**src/rtl/instr_fetch_unit_if.sv**
```systemverilog
// Fetch-side bundle: instruction-memory port, redirect/stall controls, and the decode buffer handshake.
interface instr_fetch_unit_if #(
  parameter int ADDR_W = 8
);
  logic [ADDR_W-1:0] imem_addr;
  logic [31:0]       imem_data;
  logic              stall;
  logic              br_taken;
  logic [ADDR_W-1:0] br_target;
  logic [31:0]       instr;
  logic [ADDR_W-1:0] instr_pc;
  logic              instr_valid;
  logic              instr_ready;
  logic              halted;

  modport master (
    output imem_addr, instr, instr_pc, instr_valid, halted,
    input  imem_data, stall, br_taken, br_target, instr_ready
  );

  modport slave (
    input  imem_addr, instr, instr_pc, instr_valid, halted,
    output imem_data, stall, br_taken, br_target, instr_ready
  );
endinterface

```
**src/rtl/instr_fetch_unit.sv**
```systemverilog
// Fetch controller: owns the PC, one-cycle fetch into a single-entry buffer, redirects, stall, halt on sentinel.
// Address-to-instr latency is one cycle; the buffer holds while valid and not accepted, or under stall.
module instr_fetch_unit #(
  parameter int                ADDR_W    = 8,
  parameter logic [ADDR_W-1:0] RESET_PC  = '0,
  parameter logic [31:0]       HALT_WORD = 32'h11111111
) (
  input  logic                       clk,
  input  logic                       reset,
  instr_fetch_unit_if.master         io_fetch
);

  typedef enum logic [1:0] {
    IDLE = 2'd0,
    RUN  = 2'd1,
    HALT = 2'd2
  } state_t;

  state_t            r_state;
  logic [ADDR_W-1:0] r_pc;
  logic [31:0]       r_instr;
  logic [ADDR_W-1:0] r_instr_pc;
  logic              r_valid;
  logic              r_halted;

  logic              w_load;
  logic [ADDR_W-1:0] w_target;

  assign w_target = {io_fetch.br_target[ADDR_W-1:2], 2'b00};
  assign w_load   = (r_state == RUN) && !io_fetch.stall &&
                    (!r_valid || io_fetch.instr_ready);

  always_ff @(posedge clk or posedge reset) begin
    if (reset) begin
      r_state    <= IDLE;
      r_pc       <= RESET_PC;
      r_instr    <= '0;
      r_instr_pc <= '0;
      r_valid    <= 1'b0;
      r_halted   <= 1'b0;
    end else begin
      case (r_state)
        IDLE: begin
          r_state <= RUN;
          if (io_fetch.br_taken) begin
            r_pc    <= w_target;
            r_valid <= 1'b0;
          end
        end
        RUN: begin
          // Redirect outranks stall, load and sentinel detection.
          if (io_fetch.br_taken) begin
            r_pc    <= w_target;
            r_valid <= 1'b0;
          end else if (w_load) begin
            if (io_fetch.imem_data == HALT_WORD) begin
              r_valid  <= 1'b0;
              r_halted <= 1'b1;
              r_state  <= HALT;
            end else begin
              r_instr    <= io_fetch.imem_data;
              r_instr_pc <= r_pc;
              r_pc       <= r_pc + ADDR_W'(4);
              r_valid    <= 1'b1;
            end
          end
        end
        HALT: begin
          r_state <= HALT;
        end
        default: begin
          r_state <= IDLE;
        end
      endcase
    end
  end

  assign io_fetch.imem_addr   = r_pc;
  assign io_fetch.instr       = r_instr;
  assign io_fetch.instr_pc    = r_instr_pc;
  assign io_fetch.instr_valid = r_valid;
  assign io_fetch.halted      = r_halted;

endmodule

```
**src/flat_wrapper.sv**
```systemverilog
// flat-port wrapper written by rule: the top's interface ports become plain ports
module instr_fetch_unit_flat 
#(
  parameter int                ADDR_W    = 8,
  parameter logic [ADDR_W-1:0] RESET_PC  = '0,
  parameter logic [31:0]       HALT_WORD = 32'h11111111
)
  (clk, reset, io_fetch_imem_addr, io_fetch_instr, io_fetch_instr_pc, io_fetch_instr_valid, io_fetch_halted, io_fetch_imem_data, io_fetch_stall, io_fetch_br_taken, io_fetch_br_target, io_fetch_instr_ready);
  instr_fetch_unit_if #(.ADDR_W(ADDR_W)) io_fetch_i ();
  input  logic clk;
  input  logic reset;
  output wire logic [$bits(io_fetch_i.imem_addr)-1:0] io_fetch_imem_addr;
  output wire logic [$bits(io_fetch_i.instr)-1:0] io_fetch_instr;
  output wire logic [$bits(io_fetch_i.instr_pc)-1:0] io_fetch_instr_pc;
  output wire logic [$bits(io_fetch_i.instr_valid)-1:0] io_fetch_instr_valid;
  output wire logic [$bits(io_fetch_i.halted)-1:0] io_fetch_halted;
  input wire logic [$bits(io_fetch_i.imem_data)-1:0] io_fetch_imem_data;
  input wire logic [$bits(io_fetch_i.stall)-1:0] io_fetch_stall;
  input wire logic [$bits(io_fetch_i.br_taken)-1:0] io_fetch_br_taken;
  input wire logic [$bits(io_fetch_i.br_target)-1:0] io_fetch_br_target;
  input wire logic [$bits(io_fetch_i.instr_ready)-1:0] io_fetch_instr_ready;
  assign io_fetch_imem_addr = io_fetch_i.imem_addr;
  assign io_fetch_instr = io_fetch_i.instr;
  assign io_fetch_instr_pc = io_fetch_i.instr_pc;
  assign io_fetch_instr_valid = io_fetch_i.instr_valid;
  assign io_fetch_halted = io_fetch_i.halted;
  assign io_fetch_i.imem_data = io_fetch_imem_data;
  assign io_fetch_i.stall = io_fetch_stall;
  assign io_fetch_i.br_taken = io_fetch_br_taken;
  assign io_fetch_i.br_target = io_fetch_br_target;
  assign io_fetch_i.instr_ready = io_fetch_instr_ready;
  instr_fetch_unit #(.ADDR_W(ADDR_W), .RESET_PC(RESET_PC), .HALT_WORD(HALT_WORD)) u_core (.clk(clk), .reset(reset), .io_fetch(io_fetch_i));
endmodule
```
**config.mk**
```make
export PLATFORM = sky130hd
export DESIGN_NAME = instr_fetch_unit_flat
export DESIGN_NICKNAME = d
export VERILOG_FILES = /design/src/rtl/instr_fetch_unit_if.sv /design/src/rtl/instr_fetch_unit.sv /design/src/flat_wrapper.sv
export SDC_FILE = /design/constraint.sdc
export NUM_CORES = 1
export LEC_CHECK = 0
export ABC_AREA = 1
export CORE_ASPECT_RATIO = 0.8
export CORE_MARGIN = 5
export CORE_UTILIZATION = 47
export CTS_CLUSTER_DIAMETER = 150
export DETAILED_ROUTE_END_ITERATION = 12
export PLACE_DENSITY = 0.95
export SLEW_MARGIN = 10
export SYNTH_ARGS = -nofsm -noshare
export SYNTH_HDL_FRONTEND = slang
export SYNTH_SLANG_ARGS = --single-unit
```
**constraint.sdc**
```tcl
create_clock -name clk -period 2.9 [get_ports clk]
set_input_delay 0.29 -clock clk [delete_from_list [all_inputs] [get_ports clk]]
set_output_delay 0.29 -clock clk [all_outputs]
set_load 0.01 [all_outputs]
```
==> flow_summary_export.csv, run 1 <==
group,metric,value,unit
worst_setup_path,critPathBufInv,2,
route,wl,5940,um
worst_setup_path,cpMostUsedCell,"nand2_1",
hold_path,hold_class,"flip-flop to flip-flop",
cts,clk_pin_slew_worst_paths,0.10,ns
cells_and_area,num-nets-final,421,
route,dr.first_iter.drc_count,51,
cts,numCtsBuffers,5,
cts,htreeDepth,2,
worst_setup_path,worstSetupEndpointType,"flip-flop",
logic_synthesis,synth_edf_count,0,
floorplan,rows,23,
pwr,vdd_drop_max,0.325,mV
worst_setup_path,r2r_slack,0.99,ns
pwr,switchingPower,598,uW
timing,drv_slew,0,
floorplan,start_util,48.6,%
cts,clock_latency,0.31,ns
place,place_hpwl,4630,um
grt,grt_remaining_overflow,0,
worst_setup_path,crit_family,"simple AND/OR/NAND/NOR gates",
cts,cts-root-buf,"clkbuf_8",
worst_setup_path,crit_path_start_kind,"primary input",
pwr,p_per_area,583,mW/mm2
route,ant_nets,0,
timing,fin_skew,0.0103,ns
cells_and_area,drive_above_1_share,19.5,%
floorplan,fp.dieH,74.6,um
logic_synthesis,ys_seq_area_share,49.0,%
pwr,intPower,1400,uW
grt,grt_pass1_vias,2138,
pwr,p_clk_share,24.1,%
cts,cts_hold_buffers,0,
timing,fin_crit,1.99,ns
worst_setup_path,crit_required,3.14,ns
logic_synthesis,avgSynthCellArea,8.60,um2
pwr,swShare,29.9,%
worst_setup_path,worst-path-stages,10,
cts,cts_buffer_depth,2,
route,via_per_inst,4.84,
logic_synthesis,ys_async_sr_fraction,100,%
grt,grt_pass1_wl,9870,um
grt,antenna_found_initial,0,
cts,cts_tree,"built",
logic_synthesis,yosysUniqueCellTypes,24,
worst_setup_path,worst_path_largest_cell_delay,0.50,ns
cells_and_area,fillerInstances,402,
cts,post_cts_resized,0,
floorplan,coreArea,0.00504,mm2
worst_setup_path,worstRegToRegCells,9,
floorplan,io_pins,95,
grt,grt_max_degree,49,
timing,worstMarginPinSlew,0.991,ns
logic_synthesis,synth_top_area_share,49.0,%
worst_setup_path,slowest_stage,"clkdlybuf4s50_1",
cts,cts_setup_buffers,0,
place,io_buffer_count,88,
cells_and_area,fin_util,68.1,%
logic_synthesis,synth_warnings,0,
route,remaining_drc_errors,0,
logic_synthesis,synthFlopType,"dfrtp_1",
worst_setup_path,crit_end,"u_core.io_fetch.instr[25]",
logic_synthesis,syn_inst,285,
route,dr_total_vias,2109,
timing,slew_headroom,33.9,%
worst_setup_path,worstReg2RegStart,"u_core.r_state[1]",
timing,period_share,68.7,%
worst_setup_path,crit_start,"io_fetch_imem_data[24]",
timing,tns,0,ns
grt,grt_use_total,18.1,%
timing,rsz0062_at_grt,"no",
pwr,p_leak,0.00165,uW
floorplan,dieWidth,90.7,um
cts,cts_sinks,48,
worst_setup_path,reg2reg_to,"u_core.io_fetch.instr[25]",
worst_setup_path,crit_path_cell_trace,"clkdlybuf4s50_1 -> nand2_1 -> nor2_1 -> nand2_1 -> nor2_2 -> nand2_2 -> nand2_4 -> buf_4 -> nand2_1 -> o21ai_2",
pwr,comb_power_share,32.0,%
status,status,"completed",
logic_synthesis,ys_ff_latch,48,
logic_synthesis,yosysTopAreaCell,"dfrtp_1",
worst_setup_path,crit_type,"primary input to flip-flop",
logic_synthesis,syn-cell-area,0.00245,mm2
cells_and_area,diodes,0,
floorplan,die-area,0.00677,mm2
cells_and_area,area_growth,40.0,%
logic_synthesis,synth.area.top_cells,"dfrtp_1, nand2_1, o21ai_2",
route,wl_per_cell,13.6,um
timing,hold_viol,0,
pwr,p_seq_share,43.8,%
timing,finalSetupViolCount,0,
timing,fmax,502,MHz
job,maxCapViolations,0,
place,gp_congestion,0.767,
worst_setup_path,arrival,2.23,ns
route,dr.pass1.iters,4,
worst_setup_path,worstPathMaxFanout,25,
[how the worst min path moves through the flow]
| stage | startpoint | endpoint | cells past startpoint |
|---|---|---|---|
| 2_1_floorplan | io_fetch_imem_data[1] | u_core.io_fetch.instr[1] | 2 |
| 3_3_place_gp | u_core.io_fetch.instr[16] | u_core.io_fetch.instr[16] | 2 |
| 3_5_place_dp | u_core.io_fetch.instr[4] | u_core.io_fetch.instr[4] | 2 |
| 4_1_cts | u_core.io_fetch.instr[12] | u_core.io_fetch.instr[12] | 2 |
| 5_1_grt | u_core.io_fetch.instr[8] | u_core.io_fetch.instr[8] | 2 |
| 6_report | u_core.io_fetch.instr[8] | u_core.io_fetch.instr[8] | 2 |
[area by class of cell]
class | instances | area, um2 | share of cell area, %
well taps | 62 | 77.6 | 2.26
clock buffers | 5 | 68.8 | 2.01
repair buffers | 92 | 923 | 26.9
multi-input cells | 189 | 977 | 28.5
clock inverters | 3 | 42.5 | 1.24
flip-flops and latches | 48 | 1200 | 35.0
inverters | 37 | 139 | 4.05
[through the flow]
stage / hold WS [ns] / instances / area [um2] / worst slack (ns) / total power, uW
6_report: 0.484 / 436 / 3430 / 0.908 / 2000
5_1_grt: 0.507 / 436 / 3430 / 0.756 / 2110
4_1_cts: 0.489 / 436 / 3430 / 0.922 / 2020
3_5_place_dp: 0.463 / 428 / 3320 / 0.615 / 1540
3_3_place_gp: 0.455 / 428 / 3320 / 0.637 / 1510
2_1_floorplan: 0.421 / 288 / 2460 / 1.39 / 1180
[worst min-delay path, cell delays in order (launching register included)]
cell     delay [ns]
dfrtp_1        0.36
nand2_1        0.05
nand2_1        0.05
[cell usage after synthesis, types with 2 or more instances]
| master | instances |
|---|---|
| ha_1 | 3 |
| nand3_1 | 24 |
| clkbuf_1 | 2 |
| buf_12 | 3 |
| nor2_1 | 11 |
| buf_4 | 5 |
| nor2_2 | 2 |
| dfrtp_1 | 48 |
| inv_1 | 21 |
| inv_2 | 16 |
| buf_6 | 3 |
| nand2_1 | 91 |
| o21ai_2 | 26 |
| o21ai_0 | 8 |
| nand2_2 | 13 |
[power groups by stage]
| stage | logic (uW) | clock network [uW] | registers (uW) |
|---|---|---|---|
| after floorplan | 236 | 0 | 941 |
| after global placement | 629 | 0 | 883 |
| after detailed placement | 650 | 0 | 888 |
| after CTS | 651 | 488 | 876 |
| after global routing | 697 | 517 | 893 |
| final | 641 | 483 | 877 |
[sequential cells by signal (all words and copies together) (netlist names)]
register / count
u_core.io_fetch.halted: 1
u_core.io_fetch.imem_addr: 6
u_core.io_fetch.instr: 32
u_core.io_fetch.instr_pc: 6
u_core.io_fetch.instr_valid: 1
u_core.r_state: 2
[layer usage]
| layer | up-vias | part of all wire (%) | GRT usage [%] |
|---|---|---|---|
| li1 | 1052 | - | - |
| met1 | 990 | 43 | 23.0 |
| met2 | 62 | 50 | 31.9 |
| met3 | 5 | 6.3 | 4.25 |
| met4 | 0 | 0.67 | 3.80 |
| met5 | - | 0 | 0 |
[layout by cell type (no fill, tap or decap)]
| cell type | count |
|---|---|
| inv_2 | 17 |
| nand2_2 | 13 |
| inv_1 | 20 |
| nand4_1 | 1 |
| buf_12 | 1 |
| clkinv_2 | 1 |
| nor2_1 | 11 |
| nor2_4 | 1 |
| dfrtp_1 | 48 |
| ha_1 | 3 |
| clkinvlp_4 | 1 |
| o21ai_0 | 8 |
| nand2_1 | 91 |
| bufinv_16 | 1 |
| conb_1 | 4 |
| xnor2_1 | 1 |
| nor2_2 | 2 |
| buf_4 | 3 |
| clkbuf_8 | 5 |
| nand2_4 | 1 |
| o21ai_2 | 26 |
| o21ai_1 | 1 |
| xor2_1 | 1 |
| a21oi_2 | 1 |
| nand3_1 | 24 |
| clkdlybuf4s50_1 | 88 |
[kinds of logic (layout without fill, tap and decap cells)]
kind of cell    Yosys count  after routing  share of synthesized area, %
compound gates           36             36                          11.5
xor+xnor                  2              2                         0.715
fa+ha+maj                 3              3                          1.53
buf+inv                  51            137                          11.5
flops                    48             48                          49.0
other cells               1              4                         0.153
simple gates            144            144                          25.5
Note: power is estimated with default switching activity, not from simulation.
==> run 2, diff against run 1 <==
Settings changed: CORE_UTILIZATION 47 to 44, PLACE_DENSITY 0.95 to 0.9.
Clock period 2.9 ns to 2 ns, I/O delays scaled along.
==> flow_summary_export.csv, run 2 (synthesized netlist as in run 1, its figures left out) <==
group,metric,value,unit
status,status,"completed",
worst_setup_path,crit_start,"u_core.r_state[1]",
cts,cts_hold_buffers,0,
cells_and_area,layout_common_cells,"nand2_1, clkdlybuf4s50_1, dfrtp_1, o21ai_2, nand3_1",
cts,cts_sinks,48,
cts,numCtsBuffers,5,
floorplan,io_pins,95,
grt,grt_use_total,16.7,%
grt,grt_max_degree,49,
grt,grt_pass1_vias,2044,
floorplan,fp.dieH,76.7,um
floorplan,coreArea,0.00544,mm2
place,placed_cells,448,
worst_setup_path,worstSetupEndpointType,"flip-flop",
worst_setup_path,reg2reg_to,"u_core.io_fetch.instr[5]",
cells_and_area,fillerInstances,450,
worst_setup_path,slowest_stage,"dfrtp_1",
cts,clock_latency,0.30,ns
pwr,p_leak,0.00168,uW
cells_and_area,layoutNonFillerInstCount,456,
timing,fin_skew,0.00824,ns
timing,tns,0,ns
timing,drv_slew,0,
cts,clk_pin_slew_worst_paths,0.08,ns
cts,htreeDepth,2,
route,dr_total_vias,2099,
cells_and_area,drive_above_1_share,20.1,%
place,post-place-ws,0.120,ns
place,gp_congestion,0.834,
cells_and_area,largest_register_ffs,32,
timing,period_share,80.6,%
route,remaining_drc_errors,0,
worst_setup_path,crit_path_start_kind,"flip-flop",
worst_setup_path,arrival,1.80,ns
grt,antenna_found_initial,0,
timing,hold_viol,0,
job,maxCapViolations,0,
timing,rsz0062_at_grt,"no",
worst_setup_path,worst_path_largest_cell_delay,0.38,ns
pwr,vdd_drop_max,0.323,mV
timing,finalSetupViolCount,0,
pwr,p_per_area,823,mW/mm2
route,via_per_inst,4.60,
cells_and_area,area_growth,43.4,%
grt,grt_pass1_wl,9550,um
worst_setup_path,worstPathMaxFanout,23,
place,place_hpwl,4460,um
route,ant_nets,0,
route,wl,5660,um
floorplan,die-area,0.00717,mm2
cts,cts_setup_buffers,0,
cts,cts_buffer_depth,2,
floorplan,dieWidth,93.4,um
hold_path,hold_class,"primary input to asynchronous set/reset pin",
timing,fmax,620,MHz
timing,fin_crit,1.61,ns
floorplan,start_util,45.1,%
cells_and_area,final_common_cell,"nand2_1",
place,io_buffer_count,88,
worst_setup_path,r2r_slack,0.39,ns
grt,grt_remaining_overflow,0,
floorplan,rows,24,
worst_setup_path,crit_type,"flip-flop to flip-flop",
worst_setup_path,worstRegToRegCells,8,
cells_and_area,diodes,0,
cts,post_cts_resized,0,
worst_setup_path,worstReg2RegStart,"u_core.r_state[1]",
route,wl_per_cell,12.4,um
cts,cts-root-buf,"clkbuf_8",
cts,cts_tree,"built",
worst_setup_path,crit_path_cell_trace,"inv_1 -> ha_1 -> nand3_1 -> nor2_2 -> nand2_4 -> buf_12 -> nand2_2 -> o21ai_2",
route,dr.pass1.iters,4,
cells_and_area,num-nets-final,425,
worst_setup_path,crit_required,2.19,ns
timing,worst_slack,0.387,ns
route,dr.first_iter.drc_count,45,
## run 2: report_power, final
part	internal (uW)	switching, uW	total, uW	leakage [uW]
registers	1150	127	1270	0.000590
clock network	371	311	682	0.0000552
logic	530	404	935	0.00103
## run 2: through the flow
| step | utilization, % | total power [uW] | hold WS, ns | cell area, um2 |
|---|---|---|---|---|
| after floorplan | - | 1710 | 0.331 | 2460 |
| after global placement | 62.7 | 2210 | 0.449 | 3410 |
| after detailed placement | 62.7 | 2240 | 0.450 | 3410 |
| after CTS | 64.6 | 2930 | 0.256 | 3510 |
| after global routing | 64.6 | 3060 | 0.277 | 3510 |
| final | 64.6 | 2890 | 0.248 | 3510 |
## run 2: layout make-up
type                       instances  area [um2]  share of cell area (%)
sequential                        48        1200                    34.2
timing repair buffer              96         991                    28.2
multi-input combinational        189         977                    27.8
inverter                          37         139                    3.95
tap                               78        97.6                    2.78
clock buffer                       6        72.6                    2.07
clock inverter                     2        35.0                   0.997
## run 2: how the worst max path moves through the flow
| stage | endpoint | slack (ns) | cells past startpoint |
|---|---|---|---|
| finish | u_core.io_fetch.instr[5] | 0.39 | 8 |
| global route | u_core.io_fetch.instr_pc[7] | 0.20 | 8 |
| CTS | u_core.io_fetch.instr[5] | 0.37 | 8 |
| detailed placement | u_core.io_fetch.imem_addr[6] | 0.12 | 9 |
| global placement | u_core.io_fetch.imem_addr[6] | 0.19 | 9 |
| floorplan | u_core.io_fetch.instr[21] | 0.49 | 9 |
## run 2: metal layers
metal	global-route usage, %	part of all wire, %
met1	21.2	44
met2	27.1	47
met3	5.28	6.5
met4	5.12	2.0
met5	0	0
## run 2: critical path, delay by kind of cell, from the launching register on
| kind | cells | cell delay, ns |
|---|---|---|
| DFF | 1 | 0.38 |
| and+or+nand+nor | 4 | 0.54 |
| AOI/OAI and AO/OA | 1 | 0.05 |
| buffers and inverters | 2 | 0.26 |
| adders and majority gates | 1 | 0.28 |
